`src/rtl/instr_issuer_pkg.sv`:
```
// Shared definitions for the systolic instruction issuer: field layout,
// op encodings, FSM states and the malformed-command screen.
package instr_issuer_pkg;

    localparam int unsigned INSTR_W = 71;

    localparam int unsigned OP_MSB           = 70;
    localparam int unsigned OP_LSB           = 68;
    localparam int unsigned UNI_SRC_ADDR_MSB = 67;
    localparam int unsigned UNI_SRC_ADDR_LSB = 58;
    localparam int unsigned UNI_CHANNEL_MSB  = 57;
    localparam int unsigned UNI_CHANNEL_LSB  = 50;
    localparam int unsigned UNI_ROW_MSB      = 49;
    localparam int unsigned UNI_ROW_LSB      = 42;
    localparam int unsigned UNI_COL_MSB      = 41;
    localparam int unsigned UNI_COL_LSB      = 34;
    localparam int unsigned WEI_SRC_ADDR_MSB = 33;
    localparam int unsigned WEI_SRC_ADDR_LSB = 24;
    localparam int unsigned WEI_CHANNEL_MSB  = 23;
    localparam int unsigned WEI_CHANNEL_LSB  = 16;
    localparam int unsigned WEI_ROW_MSB      = 15;
    localparam int unsigned WEI_ROW_LSB      = 8;
    localparam int unsigned WEI_COL_MSB      = 7;
    localparam int unsigned WEI_COL_LSB      = 0;

    // op 0 is reserved and never a legal command
    localparam logic [2:0] OP_NONE = 3'b000;

    typedef struct packed {
        logic [2:0] op;
        logic [9:0] uni_src_addr;
        logic [7:0] uni_channel;
        logic [7:0] uni_row;
        logic [7:0] uni_col;
        logic [9:0] wei_src_addr;
        logic [7:0] wei_channel;
        logic [7:0] wei_row;
        logic [7:0] wei_col;
    } instr_t;

    typedef enum logic [1:0] {
        IDLE,
        REQ,
        WAIT
    } state_t;

    function automatic logic is_malformed(input instr_t i);
        return (i.op == OP_NONE)
            || (i.uni_channel == '0) || (i.uni_row == '0) || (i.uni_col == '0)
            || (i.wei_channel == '0) || (i.wei_row == '0) || (i.wei_col == '0);
    endfunction

endpackage

```
`src/rtl/instr_fifo.sv`:
```
// Parameterised synchronous FIFO with occupancy count; DEPTH must be a power of two.
module instr_fifo #(
    parameter int unsigned DEPTH = 4,
    parameter int unsigned WIDTH = 71,
    localparam int unsigned AW = $clog2(DEPTH),
    localparam int unsigned CW = $clog2(DEPTH + 1)
) (
    input  logic             clk,
    input  logic             rst,
    input  logic             push,
    input  logic [WIDTH-1:0] wr_data,
    input  logic             pop,
    output logic [WIDTH-1:0] rd_data,
    output logic             full,
    output logic             empty,
    output logic [CW-1:0]    count
);

    logic [WIDTH-1:0] mem [DEPTH];
    logic [AW-1:0]    wr_ptr;
    logic [AW-1:0]    rd_ptr;
    logic             do_push;
    logic             do_pop;

    assign do_push = push && !full;
    assign do_pop  = pop && !empty;
    assign full    = (count == CW'(DEPTH));
    assign empty   = (count == '0);
    assign rd_data = mem[rd_ptr];

    // Pointers wrap naturally because DEPTH is a power of two
    always_ff @(posedge clk) begin
        if (rst) begin
            wr_ptr <= '0;
            rd_ptr <= '0;
            count  <= '0;
        end else begin
            if (do_push) wr_ptr <= wr_ptr + AW'(1);
            if (do_pop)  rd_ptr <= rd_ptr + AW'(1);
            unique case ({do_push, do_pop})
                2'b10:   count <= count + CW'(1);
                2'b01:   count <= count - CW'(1);
                default: count <= count;
            endcase
        end
    end

    always_ff @(posedge clk) begin
        if (do_push) mem[wr_ptr] <= wr_data;
    end

endmodule

```
`src/rtl/instr_issuer.sv`:
```
// Command front-end for the systolic top: screens, queues and issues
// instructions one at a time over instr_valid/ack, waiting for done.
module instr_issuer
    import instr_issuer_pkg::*;
#(
    parameter int unsigned DEPTH = 4,
    parameter int unsigned CNT_W = 16
) (
    input  logic               clk,
    input  logic               rst,
    input  logic               cmd_valid,
    output logic               cmd_ready,
    input  logic [INSTR_W-1:0] cmd_instr,
    output logic               instr_valid,
    output logic [INSTR_W-1:0] instr,
    input  logic               ack,
    input  logic               done,
    output logic               busy,
    output logic [CNT_W-1:0]   issued_cnt,
    output logic [CNT_W-1:0]   done_cnt,
    output logic               err,
    input  logic               err_clr
);

    localparam int unsigned CW = $clog2(DEPTH + 1);

    state_t             state;
    logic               fifo_full;
    logic               fifo_empty;
    logic [CW-1:0]      fifo_count;
    logic [INSTR_W-1:0] head;
    logic               accept;
    logic               bad_cmd;
    logic               fifo_push;
    logic               fifo_pop;

    // Ready comes only from the registered count: no bypass when full
    assign cmd_ready = !rst && !fifo_full;
    assign accept    = cmd_valid && cmd_ready;
    assign bad_cmd   = is_malformed(instr_t'(cmd_instr));
    assign fifo_push = accept && !bad_cmd;
    assign fifo_pop  = (state == IDLE) && !fifo_empty;
    assign busy      = (state != IDLE) || (fifo_count != '0);

    instr_fifo #(
        .DEPTH (DEPTH),
        .WIDTH (INSTR_W)
    ) u_fifo (
        .clk     (clk),
        .rst     (rst),
        .push    (fifo_push),
        .wr_data (cmd_instr),
        .pop     (fifo_pop),
        .rd_data (head),
        .full    (fifo_full),
        .empty   (fifo_empty),
        .count   (fifo_count)
    );

    // Issue FSM, counters and sticky error; a new bad push beats err_clr
    always_ff @(posedge clk) begin
        if (rst) begin
            state       <= IDLE;
            instr_valid <= 1'b0;
            instr       <= '0;
            issued_cnt  <= '0;
            done_cnt    <= '0;
            err         <= 1'b0;
        end else begin
            if (accept && bad_cmd) begin
                err <= 1'b1;
            end else if (err_clr) begin
                err <= 1'b0;
            end

            unique case (state)
                IDLE: begin
                    if (!fifo_empty) begin
                        instr       <= head;
                        instr_valid <= 1'b1;
                        state       <= REQ;
                    end
                end
                REQ: begin
                    if (ack) begin
                        instr_valid <= 1'b0;
                        issued_cnt  <= issued_cnt + CNT_W'(1);
                        if (done) begin
                            done_cnt <= done_cnt + CNT_W'(1);
                            state    <= IDLE;
                        end else begin
                            state <= WAIT;
                        end
                    end
                end
                WAIT: begin
                    if (done) begin
                        done_cnt <= done_cnt + CNT_W'(1);
                        state    <= IDLE;
                    end
                end
                default: state <= IDLE;
            endcase
        end
    end

endmodule

```
`config.mk`:
```
export PLATFORM = sky130hd
export DESIGN_NAME = instr_issuer
export DESIGN_NICKNAME = d
export VERILOG_FILES = /design/src/rtl/instr_issuer_pkg.sv /design/src/rtl/instr_fifo.sv /design/src/rtl/instr_issuer.sv
export SDC_FILE = /design/constraint.sdc
export NUM_CORES = 1
export LEC_CHECK = 0
export BUFFER_PORTS_ARGS = -buffer_cell sky130_fd_sc_hd__buf_2
export CORE_ASPECT_RATIO = 0.6
export CORE_UTILIZATION = 62
export DETAILED_ROUTE_END_ITERATION = 8
export PLACE_DENSITY = 0.84
export SLEW_MARGIN = 20
export SYNTH_ARGS = -nofsm -noshare
export SYNTH_HDL_FRONTEND = slang
export SYNTH_SLANG_ARGS = --single-unit
```
`constraint.sdc`:
```
create_clock -name clk -period 9.3 [get_ports clk]
set_input_delay 0.465 -clock clk [delete_from_list [all_inputs] [get_ports clk]]
set_output_delay 0.465 -clock clk [all_outputs]
set_load 0.1 [all_outputs]
```
==> summary.md <==
| Metric | Value |
|---|---|
| Via density per instance | ~5.8 |
| Maximum fanout along the worst path | 73 |
| DRT Wirelength | approximately 30000 µm |
| Leading area contributor after synthesis | edfxtp_1 |
| Crit-path slowest cell | nand2b_4 |
| CTS Hold Bufs | 0 |
| CP Capture Type | flip-flop |
| Die H | about 120 µm |
| Peak supply drop | 0.306 mV |
| RSZ-0062 raised after global routing | no |
| Min Tclk post-route | roughly 2.7 ns |
| Ys async rst share | 0% |
| Reg2Reg Depth | 9 |
| CTS Sinks | just under 400 |
| Footprint of the multi-input gates | 0.00368 mm² |
| Post-DP HPWL | 17300 µm |
| Largest family of logic cells by synthesized area | multiplexers |
| Max-cap violations | 0 |
| Placer Congestion | 0.763 |
| FF-to-FF setup slack | approximately 6.6 ns |
| Initial drt markers | between 500 and 600 |
| ANT nets after route | 0 |
| Final setup skew | around 0.021 ns |
| Synth Area in Compound Gates | around 3.3% |
| Main synth FF type | edfxtp_1 |
| CTS tree | built |
| Placed cell area | approximately 0.016 mm² |
| Share of the yosys chip area belonging to registers | 73.6% |
| GRT Overall Usage | approximately 25% |
| Critical path class | flip-flop to flip-flop |
| Reg area | about 0.011 mm² |
| Final Hold Fails | 0 |
| Post_cts resized | 0 |
| Pwr dens | between 300 and 400 mW/mm² |
| Worst EP required | approximately 9.7 ns |
| Synthesized area | between 0.01 and 0.015 mm² |
| Num ports | between 150 and 200 |
| Nets | between 1000 and 1500 |
| Largest net degree at the start of global routing | 74 |
| Relative slew slack | about 25% |
| CTS buffer count | 35 |
| Min-Delay Path Depth | 2 |
| FMAX | between 300 and 400 MHz |
| Setup TNS Final | 0 ns |
| Layout cells sized above 1 | between 20% and 30% |
| Starting Density | a little under two thirds |
| Worst Path Buf+Inv | 2 |
| Global-route wire length before repair | between 40000 and 50000 µm |
| Post-synth EDFFs | roughly 280 |
| Port Buffers | between 150 and 200 |
| Clock buffer depth | 3 |
| Worst hold path type | primary input to flip-flop |
| Slew Limit Fails | 0 |
| Total gr overflow | 0 |
| Area of the die | approximately 0.024 mm² |
| Startpoint Class | flip-flop |
| Htree depth | 2 |
| Adder and majority gate portion of the synthesized area | less than 1% |
| WL/cell | between 20 and 25 µm |
| Crit-path cells | nor2_1 -> nand2b_4 -> inv_2 -> ha_1 -> inv_1 -> fa_1 -> xor2_1 -> or3_1 -> a21oi_1 |
| XOR/XNOR share of the synthesized area | about 1.8% |
| R2r endpoint | u_fifo.count[2] |
| Setup Buffers After CTS | 0 |
| Post-Synth Simple-Gate Area | around 8% |
| Initial antenna violation count | 5 |
| Core ar. | roughly 0.023 mm² |
| Synthesis-to-layout area growth | 15.8% |
| Worst reg2reg startpoint | state[0] |
| Multiplexer area fraction after synthesis | between 10% and 20% |
| #FFs+latches synth | slightly below 400 |
| Vias in the first global route | roughly 8000 |
| Critical path's top delay family | simple AND/OR/NAND/NOR gates |
| Yosys warns | 0 |
| Root Buffer | clkbuf_16 |
| Synth area leaders | edfxtp_1 58%, dfxtp_1 16%, mux4_2 11% |
| Initial DRT Pass Iterations | 5 |
| Core Rows | 43 |
| Critical Path AT | 3.14 ns |
| Synth unique cells | 38 |
| DR DRC count | 0 |
| Mapped Cells | just over 900 |
| Yosys top cell area share | between 50% and 60% |
| Worst stage delay on the critical path | around 0.50 ns |
| Hold path start | done |
| Clock latency on the worst-skew pair | approximately 0.52 ns |
| P_leak | about 6 nW |
| Final instance area | 0.0170 mm² |
| Fillers | 1438 |
| Syn Nets | between 1000 and 1500 |
| Setup violators final | 0 |
| Worst-Margin Slew | 1.12 ns |
| DR vias | 8356 |
| Average cell area after synthesis | approximately 16 µm² |
| Status | complete, no violations |
| Die width | around 200 µm |
| Hold path endpoint | state[1] |
| Final period utilization | between 20% and 30% |
| Reg clk slew, reported paths | 0.07 ns |
report_power, final:
part / internal, W / switching [W]
clock: 0.000773 / 0.000609
combinational: 0.000400 / 0.00153
sequential: 0.00211 / 0.000139
total: 0.00328 / 0.00228
sequential cells by signal, indices dropped and copies added, names as in the netlist:
register       count
done_cnt          16
err                1
instr             71
instr_valid        1
issued_cnt        16
state              2
u_fifo.count       3
u_fifo.mem       284
u_fifo.rd_ptr      2
u_fifo.wr_ptr      2
kinds of logic (layout without fill, tap and decap cells):
| kind of cell | Yosys count | in the layout |
|---|---|---|
| buffers and inverters | 55 | 260 |
| muxes | 74 | 74 |
| DFF | 398 | 398 |
| AOI/OAI and AO/OA | 92 | 92 |
| xor gates and xnor gates | 30 | 30 |
| and+or+nand+nor | 267 | 267 |
| adders and majority gates | 8 | 8 |
| other | 0 | 2 |
Yosys cell counts (2+ instances only):
cell type	number
nand3_1	9
nor4_1	14
nand4_1	8
mux2i_1	3
nor3_1	2
clkbuf_1	29
and2_1	5
or3_1	5
xnor2_1	8
nand2_1	164
ha_1	7
nor2_1	38
and3_1	5
a21oi_1	81
mux4_2	71
nor2b_1	2
buf_2	9
xor2_1	22
and4_1	3
nand2b_1	5
buf_1	8
dfxtp_1	114
inv_1	9
edfxtp_1	284
o21ai_0	6
cell usage in the layout, fill, tap and decap left out, drive strengths merged:
cell / n
a2111oi: 1
a211oi: 2
a21oi: 81
a31oi: 1
and2: 5
and2b: 1
and3: 5
and3b: 1
and4: 3
buf: 188
clkbuf: 52
clkinv: 10
dfxtp: 114
diode: 2
edfxtp: 284
fa: 1
ha: 7
inv: 10
mux2i: 3
mux4: 71
nand2: 164
nand2b: 5
nand3: 9
nand3b: 1
nand4: 8
nand4b: 1
nor2: 38
nor2b: 2
nor3: 3
nor4: 14
o2111ai: 1
o21ai: 6
or2: 1
or3: 5
or4: 1
xnor2: 8
xor2: 22
how the worst max path moves through the flow:
| stage | from | end | slack [ns] | cells after the start |
|---|---|---|---|---|
| 6_report | state[0] | u_fifo.count[2] | 6.58 | 9 |
| 5_1_grt | state[0] | u_fifo.count[2] | 6.32 | 9 |
| 4_1_cts | state[0] | u_fifo.count[2] | 6.64 | 9 |
| 3_5_place_dp | rst | u_fifo.mem[1][25] | 6.32 | 5 |
| 3_3_place_gp | rst | u_fifo.mem[1][32] | 6.45 | 5 |
| 2_1_floorplan | rst | u_fifo.mem[0][0] | 4.31 | 5 |
per-stage QoR:
stage	instances	util [%]	total power (W)	hold WS, ns	setup WS (ns)
2_1_floorplan	924	-	0.00386	0.475	4.31
3_3_place_gp	1379	68.4	0.00418	0.441	6.45
3_5_place_dp	1379	68.4	0.00422	0.444	6.32
4_1_cts	1442	73.1	0.00559	0.139	6.64
5_1_grt	1444	73.3	0.00577	0.146	6.32
6_report	1446	73.3	0.00556	0.150	6.58
final cells by class:
cell class	instances	area share [%]
antenna	2	0.0294
clock buffer	52	6.08
inverter	9	0.199
timing repair buffer	188	5.83
multi-input combinational	471	21.6
tap	315	2.32
clock inverter	11	0.316
sequential	398	63.6
layer usage:
layer  wire length [µm]  vias up  GRT usage, %
met5                 39        -             0
met4                383        6          5.53
met3               2160       44          4.70
met2              13900      324          38.6
met1              13300     4161          36.9
li1                   -     3821             -
Note: power is estimated with default switching activity, not from simulation.
